[src/rtl/hazard_stall_controller.sv]
// hazard_stall_controller: per-cycle load/hold/bubble control for PC, IF/ID and ID/EX
// covering load-use stalls, EX-resolved redirects and fixed-latency multi-cycle ops.
`default_nettype none

module hazard_stall_controller #(
  parameter int MULTI_LATENCY = 4,
  parameter int CNT_W         = 16
) (
  input  logic             Clk,
  input  logic             Reset,
  input  logic [1:0]       MemReadExecute,
  input  logic [4:0]       WriteRegExecute,
  input  logic [4:0]       RsDecode,
  input  logic [4:0]       RtDecode,
  input  logic             UsesRtDecode,
  input  logic             RedirectExecute,
  input  logic             MultiStartExecute,
  output logic             PCWrite,
  output logic             IFIDWrite,
  output logic             IFIDFlush,
  output logic             IDEXWrite,
  output logic             IDEXFlush,
  output logic             EXMEMFlush,
  output logic             MultiBusy,
  output logic             MultiDone,
  output logic [CNT_W-1:0] StallCount
);

  typedef enum logic [0:0] {
    RUN   = 1'b0,
    MULTI = 1'b1
  } state_t;

  localparam logic [7:0]       CNT_LOAD  = 8'(MULTI_LATENCY - 2);
  localparam logic [CNT_W-1:0] STALL_MAX = '1;

  state_t     state;
  state_t     next_state;
  logic [7:0] cnt;
  logic [7:0] next_cnt;
  logic       load_use;

  assign load_use = (MemReadExecute != 2'b00) && (WriteRegExecute != 5'd0) &&
                    ((WriteRegExecute == RsDecode) ||
                     (UsesRtDecode && (WriteRegExecute == RtDecode)));

  // Outputs are forced low while Reset is held, independent of the async flops.
  always_comb begin
    PCWrite    = 1'b0;
    IFIDWrite  = 1'b0;
    IFIDFlush  = 1'b0;
    IDEXWrite  = 1'b0;
    IDEXFlush  = 1'b0;
    EXMEMFlush = 1'b0;
    MultiBusy  = 1'b0;
    MultiDone  = 1'b0;
    next_state = state;
    next_cnt   = cnt;
    if (!Reset) begin
      case (state)
        RUN: begin
          PCWrite   = 1'b1;
          IFIDWrite = 1'b1;
          IDEXWrite = 1'b1;
          if (RedirectExecute) begin
            IFIDFlush = 1'b1;
            IDEXFlush = 1'b1;
          end else if (MultiStartExecute) begin
            PCWrite    = 1'b0;
            IFIDWrite  = 1'b0;
            IDEXWrite  = 1'b0;
            EXMEMFlush = 1'b1;
            next_cnt   = CNT_LOAD;
            next_state = MULTI;
          end else if (load_use) begin
            PCWrite   = 1'b0;
            IFIDWrite = 1'b0;
            IDEXFlush = 1'b1;
          end
        end
        MULTI: begin
          MultiBusy = 1'b1;
          if (cnt != 8'd0) begin
            EXMEMFlush = 1'b1;
            next_cnt   = cnt - 8'd1;
          end else begin
            PCWrite    = 1'b1;
            IFIDWrite  = 1'b1;
            IDEXWrite  = 1'b1;
            MultiDone  = 1'b1;
            next_state = RUN;
          end
        end
        default: next_state = RUN;
      endcase
    end
  end

  always_ff @(posedge Clk or posedge Reset) begin
    if (Reset) begin
      state      <= RUN;
      cnt        <= 8'd0;
      StallCount <= '0;
    end else begin
      state <= next_state;
      cnt   <= next_cnt;
      if (!PCWrite && (StallCount != STALL_MAX)) begin
        StallCount <= StallCount + 1'b1;
      end
    end
  end

endmodule

`default_nettype wire

[config.mk]
export PLATFORM = sky130hd
export DESIGN_NAME = hazard_stall_controller
export DESIGN_NICKNAME = d
export VERILOG_FILES = /design/src/rtl/hazard_stall_controller.sv
export SDC_FILE = /design/constraint.sdc
export NUM_CORES = 1
export LEC_CHECK = 0
export CELL_PAD_IN_SITES_DETAIL_PLACEMENT = 2
export CELL_PAD_IN_SITES_GLOBAL_PLACEMENT = 2
export CORE_MARGIN = 3
export CORE_UTILIZATION = 29
export CTS_CLUSTER_DIAMETER = 50
export DETAILED_ROUTE_END_ITERATION = 7
export PLACE_DENSITY_LB_ADDON = 0.1
export SYNTH_ARGS = -nofsm -noshare
export SYNTH_HDL_FRONTEND = slang
export SYNTH_SLANG_ARGS = --single-unit
export TNS_END_PERCENT = 5
[constraint.sdc]
create_clock -name Clk -period 4.9 [get_ports Clk]
set_clock_uncertainty 0.05 [all_clocks]
set_input_delay 0.98 -clock Clk [delete_from_list [all_inputs] [get_ports Clk]]
set_output_delay 0.98 -clock Clk [all_outputs]
set_load 0.02 [all_outputs]
Word level (Yosys, flattened, before mapping)
Cells that the tools add are included.

word-level totals
  bits in registers = 25
  output and inout port bits = 24

operators by class
  $add $sub $neg = 2
  eq/ne operators = 6
  mux-type cells = 31
  bitwise operators = 2
  reductions and logical operators = 10

operators by type and width
  kind                     count
  $mux W1                  24
  $mux W8                  3
  $add A16 B1 Y16 const B  1
  $ne A16 B16 Y1 const B   1
  $pmux W8 S2              1
  $eq A5 B5 Y1             2
  $reduce_bool A8 Y1       1
  $sub A8 B1 Y8 const B    1
  $pmux W1 S2              3
  $reduce_bool A5 Y1       1
  $logic_and A1 B1 Y1      4
  $ne A2 B2 Y1 const B     2
  $reduce_and A4 Y1        1
  $ne A2 B1 Y1 const B     1
  $not A1 Y1               2
  $reduce_bool A2 Y1       1
  $logic_not A1 Y1         1
  $logic_or A1 B1 Y1       1

Depth between registers and ports, before layout
Gate-level depths: netlist (run 1).

  depth in word-level cells = 11
  gate-level depth with buffers = 8
  mapped depth without buffers = 8

Least setup slack after synthesis (run 1)
OpenSTA, ideal clock, no wires.

  path type = input -> output
  start = in WriteRegExecute[1]
  end = out PCWrite
  data arrival time = 2.477 ns
  required time = 3.870 ns
  path slack = 1.393 ns
  stages = 5
  buffers on the path = 2
  cell sequence = or4_1 o22a_1 a311oi_4 buf_6 buf_4

on the way
  longest elaborated chain between the ends = 9
  elaborated cells on any way between the ends = 12

ends and longest elaborated chain
  element                 line  RTL
  start: declaration      12    input logic [4:0] WriteRegExecute,
  $eq A5 B5 Y1            45    (UsesRtDecode && (WriteRegExecute == RtDecode)));
  $logic_and A1 B1 Y1     45
  $logic_or A1 B1 Y1      44    ((WriteRegExecute == RsDecode) ||
  $logic_and A1 B1 Y1 *   43    assign load_use = (MemReadExecute != 2'b00) && (WriteRegExecute != 5'd0) &&
  $mux W1 * (3 in a row)  --
  $pmux W1 S2 *           --
  $mux W1 *               --
  end: declaration        18    output logic PCWrite,

Mark *: on every way between the ends. The rest lies on a longest branch, timed or not.

Worst setup path in the final report (run 1)
  start = in WriteRegExecute[1]
  end = out PCWrite

on the way
  longest elaborated chain between the ends = 9
  elaborated cells on any way between the ends = 12

ends and longest elaborated chain
  element                line  RTL
  $eq A5 B5 Y1           45
  $logic_and A1 B1 Y1    45
  $logic_or A1 B1 Y1     44
  $logic_and A1 B1 Y1 *  43
  $mux W1 *              75    end else if (load_use) begin
  $mux W1 *              68    end else if (MultiStartExecute) begin
  $mux W1 *              65    if (RedirectExecute) begin
  $pmux W1 S2 *          60    case (state)
  $mux W1 *              59    if (!Reset) begin

Marks and branches as above.

==> metrics.csv, run 1 <==
metric,value,unit
drc_errors,0,
timing.critical_path.to_type,output port,
synth_xor_area_share,17.95,%
antennaDiodeCount,0,
final-max-slew-violation-count,0,
numCtsBuffers,3,
antenna_found_initial,0,
grt_remaining_overflow,0,
cts_setup_buffers,0,
dp_cells,252,
synth_warnings,0,
fp.dieH,75.86,um
synth_top_family_by_area,simple AND/OR/NAND/NOR gates,
cp.arrival,3.30,ns
seqCellArea,625.6,um2
dr_total_vias,1263,
status,completed,
gp_congestion,0.7666,
fill_cells,479,
cts_tree,done,
fin_nets,216,
path_class,in2out,
utilization,43.76,%
period_minus_slack,4.333,ns
synth-compound-area-share,7.515,%
final_area,1984,um2
wire_per_inst,15.32,um
avgSynthCellArea,9.896,um2
ioPinCount,46,
worstSetupStartpointType,input pin,
ctsHoldBuffers,0,
syn_nets,167,
cap_violations,0,
cts_resized,0,
synth.distinct_cells,36,
placementRows,24,
die_w,75.86,um
ys_seq_area_share,44.21,%
p_leak,0.7757,nW
hold_viol_final,0,
netlist_instances,143,
grt_max_degree,26,
io_buffers,45,
first_pass_iters,4,
grt_pass1_vias,1366,
grt_usage,15.23,%
drive_gt1_share,5.236,%
clk_latency,0.26,ns
slew_headroom,50.52,%
synth_area_leaders,"dfrtp_1 44%, xor2_1 9.9%, xnor2_1 8.0%",
root_buffer,clkbuf_8,
drt.antenna.violating_nets,0,
fin_crit_sh,88.44,%
dp_slack,0.5674,ns
synth.area.mux_share,1.503,%
finalSetupViolCount,0,
via_per_inst,4.934,
p_per_area,520.0,nW/um2
placed_cell_area,1939,um2
max_freq,0.2308,GHz
worst_slew_pin_slew,0.7395,ns
core_area,4534,um2
worstPathMaxFanout,3,
synth_top_cell_by_area,dfrtp_1,
synthAdderAreaFrac,1.768,%
synth_seq_cells,25,
finalSetupTns,0,ns
routed_wl,3.922,mm
rsz0062_at_grt,no,
die_area,5754,um2
yosys.area_share.simple,23.87,%
cts_num_sinks,25,
dp_hpwl,3.265,mm
syn_to_final_growth,40.23,%
cp.required,3.87,ns
initialDrtViolationCount,57,
syn_area,1415,um2
vdd_drop_max,0.2313,mV
grt_first_pass_wirelength,6.734,mm
cts_buffer_depth,2,
worst_slack,0.5665,ns
ctsHtreeMaxLevel,1,
start_util,31.21,%
synth_top_cell_area_share,44.21,%
final_cells,256,
multiInputGateArea,744.5,um2
cts.clk_slew.worst_paths,0.09,ns
hold_class,reg2reg,
cell usage after synthesis:
library cell	n
nor3b_1	1
a22oi_1	1
buf_6	1
or4_1	1
mux2_1	1
nor4b_2	1
nor4_2	1
nand3_1	7
clkbuf_1	1
nor2_1	16
a21oi_1	2
o22a_1	1
o2111ai_1	1
a311oi_4	1
nor3_1	9
nor2b_1	1
and4b_1	1
and3_1	2
nor4b_1	2
inv_1	6
o21ai_0	1
nand2_1	13
ha_1	2
nor2_2	1
a31oi_1	3
nor4_1	4
o22ai_1	1
xor2_1	16
nand2b_1	1
nand4_1	2
mux2i_1	1
buf_4	1
nor4bb_1	1
xnor2_1	13
a221oi_2	1
dfrtp_1	25
final timing paths:
check	cells after the start	endpoint	slack (ns)	start
max reg2reg	8	StallCount[1]	2.31	cnt[0]
min reg2reg	1	StallCount[11]	0.45	StallCount[11]
max in group asynchronous	3	StallCount[1]	3.22	Reset
max	5	PCWrite	0.57	WriteRegExecute[1]
min in group asynchronous	3	cnt[0]	1.33	Reset
min	1	StallCount[11]	0.45	StallCount[11]
metal layers:
metal / up-vias / GRT usage (%) / part of all wire [%] / wire length, um
li1: 590 / - / - / -
met1: 636 / 20.84 / 46 / 1789
met2: 35 / 24.43 / 48 / 1892
met3: 2 / 3.430 / 5.5 / 217
met4: 0 / 3.495 / 0.59 / 23
met5: - / 0 / 0 / 0
power breakdown:
| part | switching (mW) | internal, mW |
|---|---|---|
| logic | 0.258 | 0.242 |
| registers | 0.112 | 0.298 |
| clock network | 0.0646 | 0.0581 |
| total | 0.434 | 0.598 |
sequential cells by signal, indices dropped and copies added (netlist names):
name and count:
StallCount 16, state 1, cnt 8
placed cells by master (no fill, tap or decap), types with 2 or more instances in the layout:
cell type,n
nor4b_1,2
buf_4,2
xor2_1,16
a31oi_1,3
nor4_1,4
clkbuf_8,3
nand4_1,2
and3_1,2
ha_1,2
nor2_1,16
xnor2_1,13
inv_1,6
nor3_1,9
clkdlybuf4s50_1,45
nand3_1,7
nand2_1,13
dfrtp_1,25
a21oi_1,2
cells by family after synthesis:
logic type | count (synthesis)
simple gates | 64
fa+ha+maj | 2
buf+inv | 9
flops | 25
compound gates | 12
xor+xnor | 29
mux | 2
worst max-delay path, stage by stage:
cell             delay, ns
clkdlybuf4s50_1       0.47
or4_1                 0.54
o22a_1                0.24
a311oi_4              0.40
clkdlybuf4s50_1       0.67
layout make-up:
cell class,count,area share [%]
Sequential cell,25,31.53
Inverter,6,1.135
Clock buffer,4,2.270
Timing Repair Buffer,47,23.46
Tap cell,65,4.098
Multi-Input combinational cell,109,37.52
stage by stage:
step / power, mW / hold slack, ns
final: 1.032 / 0.4492
after global routing: 1.119 / 0.4758
after global placement: 0.8939 / 0.4293
after detailed placement: 0.9227 / 0.4469
after floorplan: 0.6914 / 0.4696
after CTS: 1.050 / 0.4595
(Power assumes the default switching activity.)
==> run 2: changes to the inputs <==
ABC_CLOCK_PERIOD_IN_PS = 4900   (was default)
CAP_MARGIN = 15   (was default)
==> results of run 2 <==
Same layout as run 1: the final DEF is identical, and so are final timing and power.
==> run 3: changes to the inputs <==
CORE_ASPECT_RATIO = 0.8   (was default)
==> metrics.csv, run 3 (synthesis results as in run 1) <==
metric,value,unit,change
status,completed,,
first_pass_iters,3,,-1
cap_violations,0,,unchanged
drc_errors,0,,unchanged
die_area,5759,um2,about the same
fin_nets,216,,unchanged
wire_per_inst,15.71,um,+2.5%
clk_latency,0.27,ns,about the same
power.share.clock,12.2,%,+0.3 points
die_w,84.10,um,+11%
gp_congestion,0.7553,,-1.5%
finalSetupViolCount,0,,unchanged
cts_tree,done,,
slowest_delay,0.67,ns,about the same
r2r-start,cnt[0],,
fin_crit_sh,87.73,%,-0.71 points
p_per_area,523.4,nW/um2,+0.66%
dp_slack,0.5787,ns,+0.01132 ns
cts_resized,0,,unchanged
grt_pass1_vias,1417,,+3.7%
syn_to_final_growth,40.05,%,
r2r-end,StallCount[1],,
cp.required,3.87,ns,about the same
antennaDiodeCount,0,,unchanged
crit_path_top_delay_cell,clkdlybuf4s50_1,,
top_register,StallCount,,
numCtsBuffers,3,,unchanged
hold_class,reg2reg,,
grt_remaining_overflow,0,,unchanged
root_buffer,clkbuf_8,,
worst_slack,0.6013,ns,+0.03477 ns
via_per_inst,4.896,,-0.75%
seqCellArea,625.6,um2,unchanged
path_class,in2out,,
drive_gt1_share,5.759,%,+0.52 points
routed_wl,3.942,mm,+0.51%
worstSetupStartpointType,input pin,,
core_area,4652,um2,+2.6%
cp.arrival,3.27,ns,-0.03 ns
drt.antenna.violating_nets,0,,unchanged
initialDrtViolationCount,45,,-21%
worst-path-buf-inv,2,,unchanged
period_minus_slack,4.299,ns,-0.03477 ns
combPwrFrac,48.7,%,+0.2 points
final-max-slew-violation-count,0,,unchanged
vdd_drop_max,0.2213,mV,-4.3%
slew_headroom,53.60,%,+3.1 points
start_util,30.42,%,-0.79 points
final_cell_mix,"45 x clkdlybuf4s50_1, 25 x dfrtp_1, 16 x xor2_1, 16 x nor2_1",,
cts.clk_slew.worst_paths,0.09,ns,about the same
dp_hpwl,3.209,mm,-1.7%
ctsHoldBuffers,0,,unchanged
ioPinCount,46,,unchanged
reg_top3,"StallCount (16), cnt (8), state (1)",,
rsz0062_at_grt,no,,
worstSetupEndpoint,PCWrite,,
reg2reg_depth,8,,unchanged
crit_cells,5,,unchanged
io_buffers,45,,unchanged
placementRows,22,,-8.3%
dr_total_vias,1229,,-2.7%
cts_buffer_depth,2,,unchanged
total_power,1.037,mW,+0.54%
switchingPower,439.9,uW,+1.4%
ctsHtreeMaxLevel,1,,unchanged
worst_slew_pin_slew,0.6907,ns,-0.04881 ns
hold_viol_final,0,,unchanged
cp_top_family,buffers and inverters,,
holdWs,0.4460,ns,-0.003224 ns
p_int,597.4,uW,about the same
worstPathMaxFanout,3,,unchanged
switching_share,42.41,%,+0.34 points
whs_path_depth,1,,unchanged
fill_cells,513,,+7.1%
cp_cell_sequence,clkdlybuf4s50_1 -> or4_1 -> o22a_1 -> a311oi_4 -> clkdlybuf4s50_1,,
cts_num_sinks,25,,unchanged
mostFrequentLayoutCell,clkdlybuf4s50_1,,
timing.critical_path.to_type,output port,,
startpoint,WriteRegExecute[1],,
antenna_found_initial,0,,unchanged
grt_max_degree,26,,unchanged
grt_first_pass_wirelength,6.755,mm,+0.31%
critPathMostFrequentCell,clkdlybuf4s50_1,,
reg2reg_setup_slack,2.26,ns,-0.05 ns
p_leak,0.7747,nW,-0.13%
multiInputGateArea,744.5,um2,unchanged
grt_usage,14.48,%,-0.75 points
finalSetupTns,0,ns,unchanged
seqPwrFrac,39.1,%,-0.6 points
largest_reg_flops,16,,unchanged
fp.dieH,68.48,um,-9.7%
max_freq,0.2326,GHz,+0.81%
cts_setup_buffers,0,,unchanged
## run 3: cell types whose count changed in the layout (fill, tap and decap cells not counted)
| cell | delta |
|---|---|
| clkbuf_1 | -1 |
| clkinvlp_4 | +1 |
## run 3: worst register-to-register path, stage by stage (launching register included)
cell and delay [ns]:
dfrtp_1 0.40, inv_1 0.10, ha_1 0.21, nor4bb_1 0.45, a22oi_1 0.22, a311oi_4 0.40
buf_4 0.28, nor2_2 0.09, mux2_1 0.33
## run 3: power by group through the flow
stage / sequential (mW) / clock [mW] / combinational (mW)
global route: 0.427 / 0.140 / 0.556
CTS: 0.407 / 0.133 / 0.514
detailed placement: 0.412 / 0 / 0.510
global placement: 0.403 / 0 / 0.490
floorplan: 0.455 / 0 / 0.237
finish: 0.406 / 0.126 / 0.505
## run 3: how the worst min path moves through the flow
| stage | startpoint | endpoint | slack (ns) |
|---|---|---|---|
| final | StallCount[4] | StallCount[4] | 0.45 |
| after global routing | StallCount[11] | StallCount[11] | 0.49 |
| after CTS | StallCount[4] | StallCount[4] | 0.46 |
| after detailed placement | StallCount[4] | StallCount[4] | 0.44 |
| after global placement | StallCount[11] | StallCount[11] | 0.43 |
| after floorplan | cnt[7] | cnt[7] | 0.47 |
## run 3: layer usage
layer / share of wire (%) / routed length (um) / track usage [%] / up-vias
met5: 0 / 0 / 0 / -
li1: - / - / - / 595
met2: 47 / 1854 / 25.00 / 34
met1: 46 / 1797 / 17.93 / 598
met4: 0.43 / 17 / 2.410 / 0
met3: 6.9 / 272 / 5.054 / 2
## run 3: area by class of cell
class | instances | area share, %
inverters | 6 | 1.136
repair buffers | 47 | 23.48
multi-input cells | 109 | 37.56
well taps | 60 | 3.788
flip-flops and latches | 25 | 31.57
clock inverters | 1 | 0.3788
clock buffers | 3 | 2.083
## run 3: metrics by stage
stage               area, um2  util (%)  cells
floorplan                1415         -    143
CTS                      1982     42.60    251
finish                   1982     42.60    251
global route             1982     42.60    251
global placement         1933     41.55    247
detailed placement       1933     41.55    247
